--- src/rtl/card_slot_prefetcher.sv ---
// Per-frame prefetch of the card-slot index table from the shared data-RAM read port.
// Fetched indices land in a shadow bank that is committed in one cycle, so display reads are frame-stable.
module card_slot_prefetcher #(
   parameter int unsigned NUM_SLOTS   = 10,
   parameter int unsigned BASE_ADDR   = 16,
   parameter int unsigned RD_LAT      = 1,
   parameter int unsigned NUM_IMAGES  = 14,
   parameter int unsigned BLANK_IDX   = 0,
   parameter int unsigned STALL_LIMIT = 4
) (
   input  logic        clk,
   input  logic        reset,
   input  logic        frame_start,
   input  logic        cpu_req,
   input  logic [31:0] cpu_addr,
   output logic        cpu_gnt,
   output logic [31:0] mem_addr,
   input  logic [31:0] mem_rdata,
   input  logic [3:0]  slot_sel,
   output logic [31:0] slot_index,
   output logic        table_valid,
   output logic        busy,
   output logic        overrun
);

   localparam int unsigned IW = (NUM_SLOTS > 1) ? $clog2(NUM_SLOTS) : 1;
   localparam int unsigned SW = $clog2(STALL_LIMIT + 1);

   localparam logic [1:0] IDLE   = 2'd0;
   localparam logic [1:0] FETCH  = 2'd1;
   localparam logic [1:0] DRAIN  = 2'd2;
   localparam logic [1:0] COMMIT = 2'd3;

   logic [1:0]    state;
   logic [IW-1:0] issue_ptr;
   logic [SW-1:0] stall_cnt;
   logic          pipe_vld [RD_LAT];
   logic [IW-1:0] pipe_tag [RD_LAT];
   logic [31:0]   shadow    [NUM_SLOTS];
   logic [31:0]   committed [NUM_SLOTS];

   logic pf_want;
   logic cpu_wins;
   logic pf_win;
   logic pending;

   assign pf_want  = (state == FETCH);
   assign cpu_wins = cpu_req && (32'(stall_cnt) < STALL_LIMIT);
   assign pf_win   = pf_want && !cpu_wins;
   assign cpu_gnt  = cpu_wins;
   assign mem_addr = pf_win ? (32'(BASE_ADDR) + 32'(issue_ptr)) : cpu_addr;
   assign busy     = (state != IDLE);

   // Returns still in flight behind the output stage; the output stage lands on the DRAIN->COMMIT edge.
   // NOTE: every always_comb output gets a default first so no latch is inferred.
   always_comb begin
      pending = 1'b0;
      for (int i = 0; i < int'(RD_LAT) - 1; i++) pending = pending | pipe_vld[i];
   end

   always_comb begin
      slot_index = '0;
      if (32'(slot_sel) < NUM_SLOTS) slot_index = committed[slot_sel];
   end

   // NOTE: sequential state uses non-blocking assignments only, so all flops update from pre-edge values.
   always_ff @(posedge clk or negedge reset) begin
      if (!reset) begin
         state       <= IDLE;
         issue_ptr   <= '0;
         stall_cnt   <= '0;
         table_valid <= 1'b0;
         overrun     <= 1'b0;
      end else begin
         stall_cnt <= (pf_want && cpu_wins) ? stall_cnt + 1'b1 : '0;
         if (frame_start && (state != IDLE)) overrun <= 1'b1;
         case (state)
            IDLE: begin
               if (frame_start) begin
                  state     <= FETCH;
                  issue_ptr <= '0;
               end
            end
            FETCH: begin
               if (pf_win) begin
                  if (issue_ptr == IW'(NUM_SLOTS - 1)) state <= DRAIN;
                  else issue_ptr <= issue_ptr + 1'b1;
               end
            end
            DRAIN: begin
               if (!pending) state <= COMMIT;
            end
            COMMIT: begin
               state       <= IDLE;
               table_valid <= 1'b1;
            end
            default: state <= IDLE;
         endcase
      end
   end

   always_ff @(posedge clk or negedge reset) begin
      if (!reset) begin
         for (int i = 0; i < int'(RD_LAT); i++) begin
            pipe_vld[i] <= 1'b0;
            pipe_tag[i] <= '0;
         end
      end else begin
         pipe_vld[0] <= pf_win;
         pipe_tag[0] <= issue_ptr;
         for (int i = 1; i < int'(RD_LAT); i++) begin
            pipe_vld[i] <= pipe_vld[i-1];
            pipe_tag[i] <= pipe_tag[i-1];
         end
      end
   end

   // NOTE: both banks are small register files that must read as zero after reset, so they are reset.
   always_ff @(posedge clk or negedge reset) begin
      if (!reset) begin
         for (int i = 0; i < int'(NUM_SLOTS); i++) begin
            shadow[i]    <= '0;
            committed[i] <= '0;
         end
      end else begin
         if (pipe_vld[RD_LAT-1])
            shadow[pipe_tag[RD_LAT-1]] <= (mem_rdata < NUM_IMAGES) ? mem_rdata : 32'(BLANK_IDX);
         if (state == COMMIT)
            for (int i = 0; i < int'(NUM_SLOTS); i++) committed[i] <= shadow[i];
      end
   end

endmodule

--- config.mk ---
export PLATFORM = sky130hd
export DESIGN_NAME = card_slot_prefetcher
export DESIGN_NICKNAME = d
export VERILOG_FILES = /design/src/rtl/card_slot_prefetcher.sv
export SDC_FILE = /design/constraint.sdc
export NUM_CORES = 1
export LEC_CHECK = 0
export BUFFER_PORTS_ARGS = -buffer_cell sky130_fd_sc_hd__buf_2
export CORE_ASPECT_RATIO = 0.75
export CORE_MARGIN = 2
export CORE_UTILIZATION = 65
export DETAILED_ROUTE_END_ITERATION = 10
export PLACE_DENSITY = 0.82
export SLEW_MARGIN = 30
export SYNTH_ARGS = -nofsm -noshare
export SYNTH_HDL_FRONTEND = slang
export SYNTH_SLANG_ARGS = --single-unit
--- constraint.sdc ---
create_clock -name clk -period 3.15 [get_ports clk]
set_input_delay 0.63 -clock clk [delete_from_list [all_inputs] [get_ports clk]]
set_output_delay 0.63 -clock clk [all_outputs]
set_load 0.01 [all_outputs]
# == Word level (Yosys, flattened, before mapping) ==
# Cells that the tools add are included.
# totals
word_cells,75
reg_bits,656
output_inout_bits,68
input_bits,72
# op_classes
reduce_logical,11
n_lt_le_gt_ge,6
mux,18
n_addsub,3
bitwise,2
eq_ne,8
# ops
op,n
320-bit bitwise mux,1
32-bit 2-to-1 mux,6
32-bit binary-select mux with 4-bit select,1
32-bit demux with 4-bit select,1
32-bit by 4-bit < comparator with 1-bit output (second input constant),1
4-bit 2-to-1 mux,3
5-bit >= comparator (second input constant),2
4-bit inverter with 5-bit output,2
2-bit one-hot mux with 4 select lines,1
4-bit one-hot mux with 2 select lines,1
5-bit by 4-bit adder with 6-bit output (first input constant),1
2-bit 2-to-1 mux,3
1-bit logical AND,5
5-bit by 1-bit < comparator with 1-bit output (second input constant),1
4-bit by 1-bit adder with 4-bit output (second input constant),1
2-bit equality test (second input constant),2
4-bit equality test (second input constant),1
4-bit < comparator (second input constant),1
2-bit by 1-bit inequality test with 1-bit output (second input constant),2
2-bit inequality test (second input constant),2
4-bit AND reduction,1
2-bit nonzero test,2
3-bit by 1-bit adder with 3-bit output (second input constant),1
3-bit < comparator (second input constant),1
5 further kinds,5

# == Logic depth before layout (Yosys ltp) ==
# Gate-level depths: netlist of the first run.
# depth
depth_word,6
mapped_depth,7
depth_no_buf,6

# == Worst setup path before layout of the first run ==
# OpenSTA, ideal clock, no wires.
# synth_timing
kind,in2out
from,in slot_sel[0]
to,out slot_index[10]
slack_ps,825
arrival_time_ps,1695
t_required_ps,2520
path_buffers,2
cell_stages,5
path_cell_list,buf_6 buf_12 mux4_2 a22oi_1 o21ai_1
# synth_via
elab_chain_len,5
elab_cells_between_ends,6
classes_between,order compare: 1; mux: 4; bitwise: 1
# synth_rtl
item,line_no,text
from (decl),19,"input logic [3:0] slot_sel,"
4-bit inverter with 5-bit output (implied by the code),63,if (32'(slot_sel) < NUM_SLOTS) slot_index = committed[slot_sel];
32-bit binary-select mux with 4-bit select,63,
32-bit 2-to-1 mux (implied by the code) (2 in series),63,
32-bit 2-to-1 mux *,63,
to (decl),20,"output logic [31:0] slot_index,"
# Mark *: on every way between the ends. The rest lies on a longest branch, timed or not. The select of a mux whose other input is x is not followed.

# == Worst setup path after layout of the first run ==
# layout_timing
from,in slot_sel[1]
to,out slot_index[31]
# Same word-level chain as after synthesis.

==> metrics.md, run 1 <==
| Metric | Value |
|---|---|
| Status | `finished, final reports clean` |
| Worst VDD drop | `0.581 mV` |
| DP HPWL | `34000 microns` |
| Synth cell types | `39` |
| Max Fanout on Critical Path | `43` |
| Cells along the critical path | `buf_2 -> buf_12 -> nor2_1 -> buf_4 -> nand2_1 -> buf_4 -> o21ai_0 -> buf_2` |
| DRT Wirelength | `55900 microns` |
| 1st-iter DRT viols | `1053` |
| Core area | `0.0393 sq mm` |
| Startpoint Class | `primary input` |
| Sequential fraction of the synthesis area | `63.8%` |
| RSZ-0062 raised after global routing | `false` |
| Chip width | `234 microns` |
| Pwr per Cell Area | `679 mW/mm^2` |
| Area of the multi-input gates | `0.00875 sq mm` |
| Die area | `0.0412 sq mm` |
| #FFs+latches synth | `656` |
| Post-synth EDFFs | `0` |
| Vias in the first global route | `16039` |
| Final Critical Period | `3.09 ns` |
| Layout cell share with drive strength beyond 1 | `33.3%` |
| Final Non-Filler Cells | `2471` |
| Vias | `14669` |
| Critical Path AT | `2.46 ns` |
| Slew Limit Fails | `0` |
| Most common cell after layout, fill and taps aside | `dfrtp_1` |
| Clk_lat worst skew | `0.60 ns` |
| Switching Power | `0.00518 W` |
| Crit path capture type | `output port` |
| Postcts setup bufs | `0` |
| Setup TNS | `0 ns` |
| First-pass GRT wire length | `88900 microns` |
| FP Rows | `63` |
| Largest net degree at the start of global routing | `85` |
| Seq pwr share | `46.8%` |
| Worst min path class | `in -> async` |
| CTS clk-pin slew, worst paths | `0.07 ns` |
| Int Power | `0.0146 W` |
| Initial antenna violation count | `1` |
| Hold buffers post-CTS | `0` |
| Highest clock rate | `324 MHz` |
| Starting Density | `65.5%` |
| Setup ws final | `0.0648 ns` |
| Dpl ws | `0.127 ns` |
| H-tree depth | `2` |
| IO Count | `140` |
| Gate Count Post-Synth | `1750` |
| Buf+Inv Stages, Crit Path | `5` |
| # clock sinks | `656` |
| Most used DFF post-synth | `dfrtp_1` |
| Worst path slowest cell | `o21ai_0` |
| Placed insts | `2366` |
| Most frequent cells in the layout | `dfrtp_1 (656), mux2_2 (324), and2_1 (307)` |
| Slew @ Worst Pin | `0.977 ns` |
| Mapped Area | `0.0257 sq mm` |
| Hold Fails Final Rpt | `0` |
| Yosys warning total | `0` |
| Worst path top cell family by delay | `buffers and inverters` |
| Kind of critical path | `in -> out` |
| Post-synth net total | `1829` |
| Register area | `0.0164 sq mm` |
| Combinational share of power | `16.4%` |
| Drt pass-1 iters | `5` |
| Gr usage total | `28.2%` |
| Final Net Count | `1983` |
| Ys async rst share | `100%` |
| DRC | `0` |
| Final period utilization | `97.9%` |
| CTS tree | `done` |
| Bufs on Longest Clock Path | `3` |
| Filler cell count | `2273` |
| Antenna viol nets, final | `0` |
| Die height | `176 microns` |
| Syn Area/Cell | `14.7 sq um` |
| Switching part of the total | `26.2%` |
| Slowest stage delay, CP | `0.50 ns` |
| Gr ovfl total | `0` |
| Root buffer cell | `clkbuf_16` |
| Slew margin rel. | `34.7%` |
| Routed WL per cell | `22.6 microns` |
| Leakage power | `14.8 nW` |
| I/O Buffers | `139` |
| Number of max-cap violations | `0` |
| Total CTS buffers | `56` |
| Vias per cell | `5.94` |
| Clk pwr share | `36.8%` |
| Synthesis-to-layout area growth | `13.5%` |
| Global placement routability congestion | `0.795` |
| Worst path required time | `2.52 ns` |
| Final Setup Violations | `0` |
| Clock skew | `0.0271 ns` |
Yosys cell counts (2+ instances only):
master	count	share of area (%)
a21oi_1	6	0.12
a221oi_1	13	0.44
a22oi_1	14	0.41
and2_1	307	7.5
and3_1	3	0.073
and3b_1	2	0.068
buf_1	2	0.029
buf_12	6	0.47
buf_2	34	0.66
buf_4	3	0.088
buf_6	2	0.088
buf_8	2	0.12
clkbuf_1	51	0.74
dfrtp_1	656	64
ha_1	7	0.34
inv_1	7	0.10
mux2_2	324	14
mux2i_1	70	2.7
mux4_1	14	1.4
mux4_2	32	2.8
nand2_1	55	0.80
nand2b_1	4	0.097
nand3_1	9	0.18
nand3b_1	2	0.058
nand4_1	4	0.097
nor2_1	6	0.088
nor2b_1	5	0.12
nor4_1	7	0.17
o211ai_1	7	0.20
o21ai_0	45	0.88
o21ai_1	42	0.82
o31ai_1	2	0.058
metal layers:
metal / share of wire [%] / vias to the layer above / global-route usage, %
li1: - / 6370 / -
met1: 43 / 7774 / 39.3
met2: 49 / 401 / 46.1
met3: 4.5 / 124 / 3.91
met4: 3.6 / 0 / 10.8
met5: 0 / - / 0
power groups by stage:
stage,logic [W],registers [W],clock network (W)
6_report,0.00326,0.00927,0.00729
5_1_grt,0.00351,0.00932,0.00774
4_1_cts,0.00327,0.00926,0.00735
3_5_place_dp,0.00324,0.00940,0
3_3_place_gp,0.00314,0.00935,0
2_1_floorplan,0.00228,0.00929,0
worst reg2reg max path: stages (launching register included):
cell,delay (ns)
dfrtp_1,0.40
and3b_1,0.39
nand3_1,0.56
buf_4,0.50
and2_1,0.25
state kept, by name, indices dropped and copies added (netlist names):
register	cells
state	2
overrun	1
committed	320
shadow	320
issue_ptr	4
pipe_vld	1
pipe_tag	4
stall_cnt	3
table_valid	1
final timing paths:
kind                                    from             end  slack, ns  cells past startpoint
max in group asynchronous              reset  committed[276]       2.25                      2
min in group clk                 frame_start         overrun       0.27                      2
worst max-delay path             slot_sel[1]  slot_index[31]       0.06                      8
worst min-delay path                   reset  committed[215]       0.08                      1
worst max register to register   pipe_tag[3]      shadow[88]       0.93                      4
worst min register to register  stall_cnt[0]    stall_cnt[0]       0.44                      1
per-stage QoR:
| stage | hold WS (ns) | total power [W] | util, % | area (sq um) |
|---|---|---|---|---|
| floorplan | 0.334 | 0.0116 | - | 25700 |
| global placement | 0.416 | 0.0125 | 69.3 | 27200 |
| detailed placement | 0.424 | 0.0126 | 69.3 | 27200 |
| CTS | 0.0854 | 0.0199 | 74.3 | 29200 |
| global route | 0.115 | 0.0206 | 74.3 | 29200 |
| finish | 0.0832 | 0.0198 | 74.3 | 29200 |
final cells by class:
class                           instances  share of cell area [%]
Tap cell                              520                    2.23
Clock buffer                           89                    5.89
Multi-Input combinational cell        987                    30.0
Timing Repair Buffer                  196                    4.72
Clock inverter                         15                   0.828
Sequential cell                       656                    56.3
Inverter                                7                  0.0900
Antenna cell                            1                 0.00858
cells by family (layout without fill, tap and decap cells):
group / count (synthesis) / count (layout) / share of synthesized area [%]
and+or+nand+nor: 408 / 408 / 9.36
buffers and inverters: 107 / 307 / 2.30
AOI/OAI and AO/OA: 132 / 132 / 3.01
muxes: 440 / 440 / 21.1
adders and majority gates: 7 / 7 / 0.341
DFF: 656 / 656 / 63.8
other: 0 / 1 / 0
what timing repair did:
| action | 4_1_cts | 5_1_grt |
|---|---|---|
| endpoints found under the setup margin | 2 | 0 |
| resized for setup | 1 | 0 |
| endpoints found under the hold margin | 0 | 0 |
(Power assumes the default switching activity.)
==> run 2, diff against run 1 <==
CORE_UTILIZATION = 50   (was 65)
PLACE_DENSITY = 0.65   (was 0.82)
TNS_END_PERCENT = 20   (was default)
==> run 2 against run 1 <==
Against the previous run:
- register-to-register slack gained 0.23 ns
- clock-buffer cell count is 16 lower
- clock power is 3.2% higher
- sequential cell count did not move
- utilization decreased by 16 points
- wire length is 3.5% lower
- total power is 0.78% higher
- cell count increased by 5.8%
- largest power group unchanged
- hold slack worse by 0.067 ns
- first-iteration DRC count decreased by 11%
- sequential share of layout area is 0.45 points lower
- critical path depth unchanged
==> metrics.md, run 2 (synthesis gave the netlist of run 1 again) <==
| Metric | Value |
|---|---|
| Register area | `0.0164 sq mm` |
| Number of gates resized after CTS | `0` |
| Final Setup Violations | `0` |
| DR WL met3 | `1960 microns` |
| Drt pass-1 iters | `4` |
| Worst VDD drop | `0.547 mV` |
| Gr usage total | `20.9%` |
| Routed WL per cell | `20.6 microns` |
| I/O Buffers | `139` |
| Highest clock rate | `336 MHz` |
| Cells along the critical path | `buf_2 -> buf_12 -> nor2_1 -> buf_4 -> a221oi_1 -> o21ai_1 -> o21ai_1 -> buf_2` |
| Slew Limit Fails | `0` |
| Top sig layer | `met4` |
| Die area | `0.0533 sq mm` |
| Synthesis-to-layout area growth | `14.4%` |
| Hold Fails Final Rpt | `0` |
| Chip width | `266 microns` |
| Vias per cell | `5.41` |
| Buf+Inv Stages, Crit Path | `4` |
| DP HPWL | `33100 microns` |
| Slowest stage delay, CP | `0.48 ns` |
| Critical Path AT | `2.35 ns` |
| Antenna viol nets, final | `0` |
| Largest net degree at the start of global routing | `80` |
| Worst path required time | `2.52 ns` |
| Final period utilization | `94.6%` |
| Setup TNS | `0 ns` |
| Leakage power | `14.8 nW` |
| Final Cell Area | `0.0294 sq mm` |
| Vias | `14146` |
| RSZ-0062 raised after global routing | `false` |
| CTS clk-pin slew, worst paths | `0.06 ns` |
| Final Net Count | `1985` |
| Global placement routability congestion | `0.734` |
| Met2 wire length | `25200 microns` |
| Core area | `0.0505 sq mm` |
| Filler cell count | `3935` |
| DRT Wirelength | `53900 microns` |
| Max Fanout on Critical Path | `32` |
| IO Count | `140` |
| Area of the multi-input gates | `0.00872 sq mm` |
| Worst path top cell family by delay | `buffers and inverters` |
| First-pass GRT wire length | `87500 microns` |
| Bufs on Longest Clock Path | `3` |
| Top flop regs | `committed: 320 flops, shadow: 320 flops` |
| Clk_lat worst skew | `0.60 ns` |
| Final core occ | `58.3%` |
| Routed length on met1 | `26000 microns` |
| Initial antenna violation count | `4` |
| Slew @ Worst Pin | `0.882 ns` |
| CTS tree | `done` |
| CP Launch Point | `slot_sel[1]` |
| Total CTS buffers | `60` |
| Clock skew | `0.0158 ns` |
| Gr ovfl total | `0` |
| Slew margin rel. | `41.1%` |
| Final Critical Period | `2.98 ns` |
| Most frequent cells in the layout | `dfrtp_1 (656), mux2_2 (324), and2_1 (307)` |
| # clock sinks | `656` |
| Pwr per Cell Area | `679 mW/mm^2` |
| Root buffer cell | `clkbuf_16` |
| Worst min path class | `in -> async` |
| Launch point of the worst reg-to-reg path | `pipe_tag[3]` |
| Die height | `200 microns` |
| DRC | `0` |
| Startpoint Class | `primary input` |
| Area post-placement | `0.0273 sq mm` |
| Hold buffers post-CTS | `0` |
| Starting Density | `51.0%` |
| Status | `finished, final reports clean` |
| Most common cell after layout, fill and taps aside | `dfrtp_1` |
| Worst path slowest cell | `a221oi_1` |
| Vias in the first global route | `15155` |
| Kind of critical path | `in -> out` |
| H-tree depth | `2` |
| Hold_ws | `0.0164 ns` |
| Layout cell share with drive strength beyond 1 | `33.9%` |
| FP Rows | `71` |
| Postcts setup bufs | `0` |
| Number of max-cap violations | `0` |
| 1st-iter DRT viols | `940` |
| Crit path capture type | `output port` |
run 2: worst reg2reg max path, cell delays in order, from the launching register on:
cell and delay, ns:
dfrtp_1 0.39, nor3b_2 0.28, nand2_1 0.54, buf_4 0.46, and2_1 0.21
run 2: cell type report:
class	instances	area share, %
antenna	2	0.0170
clock buffer	73	5.68
sequential	656	55.8
timing repair buffer	194	4.63
multi-input combinational	987	29.6
clock inverter	38	1.35
tap	657	2.79
inverter	7	0.0893
run 2: power breakdown:
| group | leakage [nW] | switching, W | internal (W) | total, W |
|---|---|---|---|---|
| Combinational | 4.82 | 0.00177 | 0.00142 | 0.00318 |
| Sequential | 8.93 | 0.000322 | 0.00894 | 0.00926 |
| Clock | 1.04 | 0.00318 | 0.00434 | 0.00752 |
| Total | 14.8 | 0.00526 | 0.0147 | 0.0200 |
run 2: path summary, 6_finish.rpt:
path | to | slack, ns | cells past startpoint
worst max register to register | shadow[241] | 1.16 | 4
worst max-delay path | slot_index[14] | 0.17 | 8
max in group asynchronous | shadow[101] | 2.21 | 2
worst min-delay path | shadow[175] | 0.02 | 1
min in group clk | overrun | 0.27 | 2
worst min register to register | pipe_tag[1] | 0.44 | 0
run 2: per-stage QoR:
| step | total power (W) | worst slack, ns | std cells |
|---|---|---|---|
| after global routing | 0.0209 | 0.0188 | 2612 |
| final | 0.0200 | 0.170 | 2614 |
| after detailed placement | 0.0126 | 0.139 | 2501 |
| after global placement | 0.0125 | 0.158 | 2501 |
| after CTS | 0.0202 | 0.155 | 2612 |
| after floorplan | 0.0116 | 0.825 | 1750 |
run 2: per-layer routing:
| metal | global-route usage [%] | vias up |
|---|---|---|
| li1 | - | 6381 |
| met1 | 31.4 | 7486 |
| met2 | 32.8 | 232 |
| met3 | 3.15 | 47 |
| met4 | 3.95 | 0 |
| met5 | 0 | - |
==> run 3, diff against run 2 <==
CORE_MARGIN = default   (was 2)
==> run 3 against run 2 <==
Against the previous run:
- utilization decreased by 0.35 points
- register-to-register slack better by 0.05 ns
- worst setup slack got worse by 0.046 ns
- clock power fell by 6.2%
- via count shrank 0.15%
- critical endpoint is now slot_index[3]
==> metrics.md, run 3 (synthesis gave the netlist of run 1 again) <==
| Metric | Value |
|---|---|
| Status | `finished, final reports clean` |
| Root buffer cell | `clkbuf_16` |
| Setup TNS | `0 ns` |
| Hold depth | `2` |
| 1st-iter DRT viols | `919` |
| Slew Limit Fails | `0` |
| Dpl ws | `0.157 ns` |
| Vias | `14125` |
| Slew margin rel. | `39.7%` |
| Largest net degree at the start of global routing | `155` |
| FP Rows | `71` |
| RSZ-0062 raised after global routing | `false` |
| Worst VDD drop | `0.496 mV` |
| Crit path capture type | `output port` |
| Vias per cell | `5.42` |
| Die area | `0.0523 sq mm` |
| Filler cell count | `3968` |
| Most frequent cells in the layout | `dfrtp_1 (656), mux2_2 (324), and2_1 (307)` |
| Total CTS buffers | `59` |
| CP Launch Point | `slot_sel[1]` |
| Highest clock rate | `330 MHz` |
| Leakage power | `14.7 nW` |
| Clock skew | `0.0210 ns` |
| Layout cell share with drive strength beyond 1 | `33.0%` |
| DRT Wirelength | `53100 microns` |
| Worst min path class | `in -> reg` |
| Final Setup Violations | `0` |
| CTS clk-pin slew, worst paths | `0.06 ns` |
| Pwr per Cell Area | `666 mW/mm^2` |
| Worst R2R Path Depth | `4` |
| Most common cell after layout, fill and taps aside | `dfrtp_1` |
| I/O Buffers | `139` |
| Starting Density | `51.0%` |
| Max Fanout on Critical Path | `9` |
| Core area | `0.0505 sq mm` |
| Met2 GRT Util | `33.3%` |
| Gr ovfl total | `0` |
| Startpoint Class | `primary input` |
| Met3 Usage GRT | `3.21%` |
| Launch point of the worst reg-to-reg path | `pipe_tag[3]` |
| Cells along the critical path | `buf_2 -> nor2b_1 -> buf_4 -> a221oi_1 -> o21ai_1 -> o21ai_0 -> buf_2` |
| DRC | `0` |
| Top flop regs | `committed: 320 flops, shadow: 320 flops` |
| Worst path required time | `2.52 ns` |
| Final period utilization | `96.1%` |
| Slowest stage delay, CP | `0.71 ns` |
| Initial antenna violation count | `2` |
| Die height | `198 microns` |
| Number of max-cap violations | `0` |
| Vias in the first global route | `15054` |
| H-tree depth | `2` |
| Final Critical Period | `3.03 ns` |
| Hold Fails Final Rpt | `0` |
| Clk_lat worst skew | `0.59 ns` |
| Most frequent CP cell | `buf_2` |
| Gr usage total | `21.0%` |
| Number of gates resized after CTS | `0` |
| Routed WL per cell | `20.4 microns` |
| Critical Path AT | `2.40 ns` |
| Kind of critical path | `in -> out` |
| # clock sinks | `656` |
| Slew @ Worst Pin | `0.905 ns` |
| CP Capture Point | `slot_index[3]` |
| CTS tree | `done` |
| Antenna viol nets, final | `0` |
| First-pass GRT wire length | `86000 microns` |
| Drt pass-1 iters | `7` |
| IO Count | `140` |
| DP HPWL | `33000 microns` |
| Chip width | `264 microns` |
| R2R Setup Slk | `1.21 ns` |
| Reg-to-Reg End | `shadow[210]` |
| Setup ws final | `0.124 ns` |
| Top Usage Layer GRT | `met2` |
| Global placement routability congestion | `0.749` |
| Final Net Count | `1982` |
| Synthesis-to-layout area growth | `13.7%` |
| Bufs on Longest Clock Path | `3` |
| Worst path slowest cell | `nor2b_1` |
| Met1 usage | `30.9%` |
run 3: worst min-delay path by stage:
| stage | end | from | slack, ns |
|---|---|---|---|
| after floorplan | committed[0] | reset | 0.33 |
| after global placement | pipe_tag[1] | issue_ptr[1] | 0.42 |
| after detailed placement | pipe_tag[1] | issue_ptr[1] | 0.43 |
| after CTS | overrun | frame_start | 0.25 |
| after global routing | overrun | frame_start | 0.27 |
| final | overrun | frame_start | 0.27 |
run 3: area by class of cell:
cell class              instances  area (sq um)  share of cell area [%]
multi-input cells             987          8720                    29.8
inverters                       7          26.3                  0.0899
flip-flops and latches        656         16400                    56.1
well taps                     657           822                    2.81
diodes                          1          2.50                 0.00856
clock inverters                20           206                   0.706
repair buffers                192          1360                    4.66
clock buffers                  85          1680                    5.76
run 3: repair_timing:
| action | CTS | global route |
|---|---|---|
| hold buffers | 1 | 0 |
| hold endpoints to repair | 11 | 0 |
| setup endpoints to repair | 0 | 0 |
| buffers inserted | 0 | 0 |
run 3: stage by stage:
step / util, % / std cells / power [W] / cell area (sq um) / hold slack (ns)
4_1_cts: 57.9 / 2604 / 0.0197 / 29200 / 0.246
5_1_grt: 57.9 / 2604 / 0.0203 / 29200 / 0.270
3_5_place_dp: 54.2 / 2498 / 0.0126 / 27300 / 0.431
2_1_floorplan: - / 1750 / 0.0116 / 25700 / 0.334
6_report: 58.0 / 2605 / 0.0195 / 29200 / 0.271
3_3_place_gp: 54.2 / 2498 / 0.0125 / 27300 / 0.421
run 3: report_power, final:
group / switching, W / internal, W
registers: 0.000307 / 0.00894
logic: 0.00175 / 0.00143
clock network: 0.00303 / 0.00402
total: 0.00508 / 0.0144
run 3: layer usage:
| metal | wire [microns] | vias to the layer above | share of wire, % |
|---|---|---|---|
| li1 | - | 6364 | - |
| met1 | 25700 | 7454 | 48 |
| met2 | 24600 | 244 | 46 |
| met3 | 1980 | 63 | 3.7 |
| met4 | 857 | 0 | 1.6 |
| met5 | 0 | - | 0 |
run 3: critical path: cells and delay by family:
kind,cells,cell delay (ns)
buffers and inverters,3,0.61
AO/OA/AOI/OAI,3,0.44
AND/OR/NAND/NOR,1,0.71
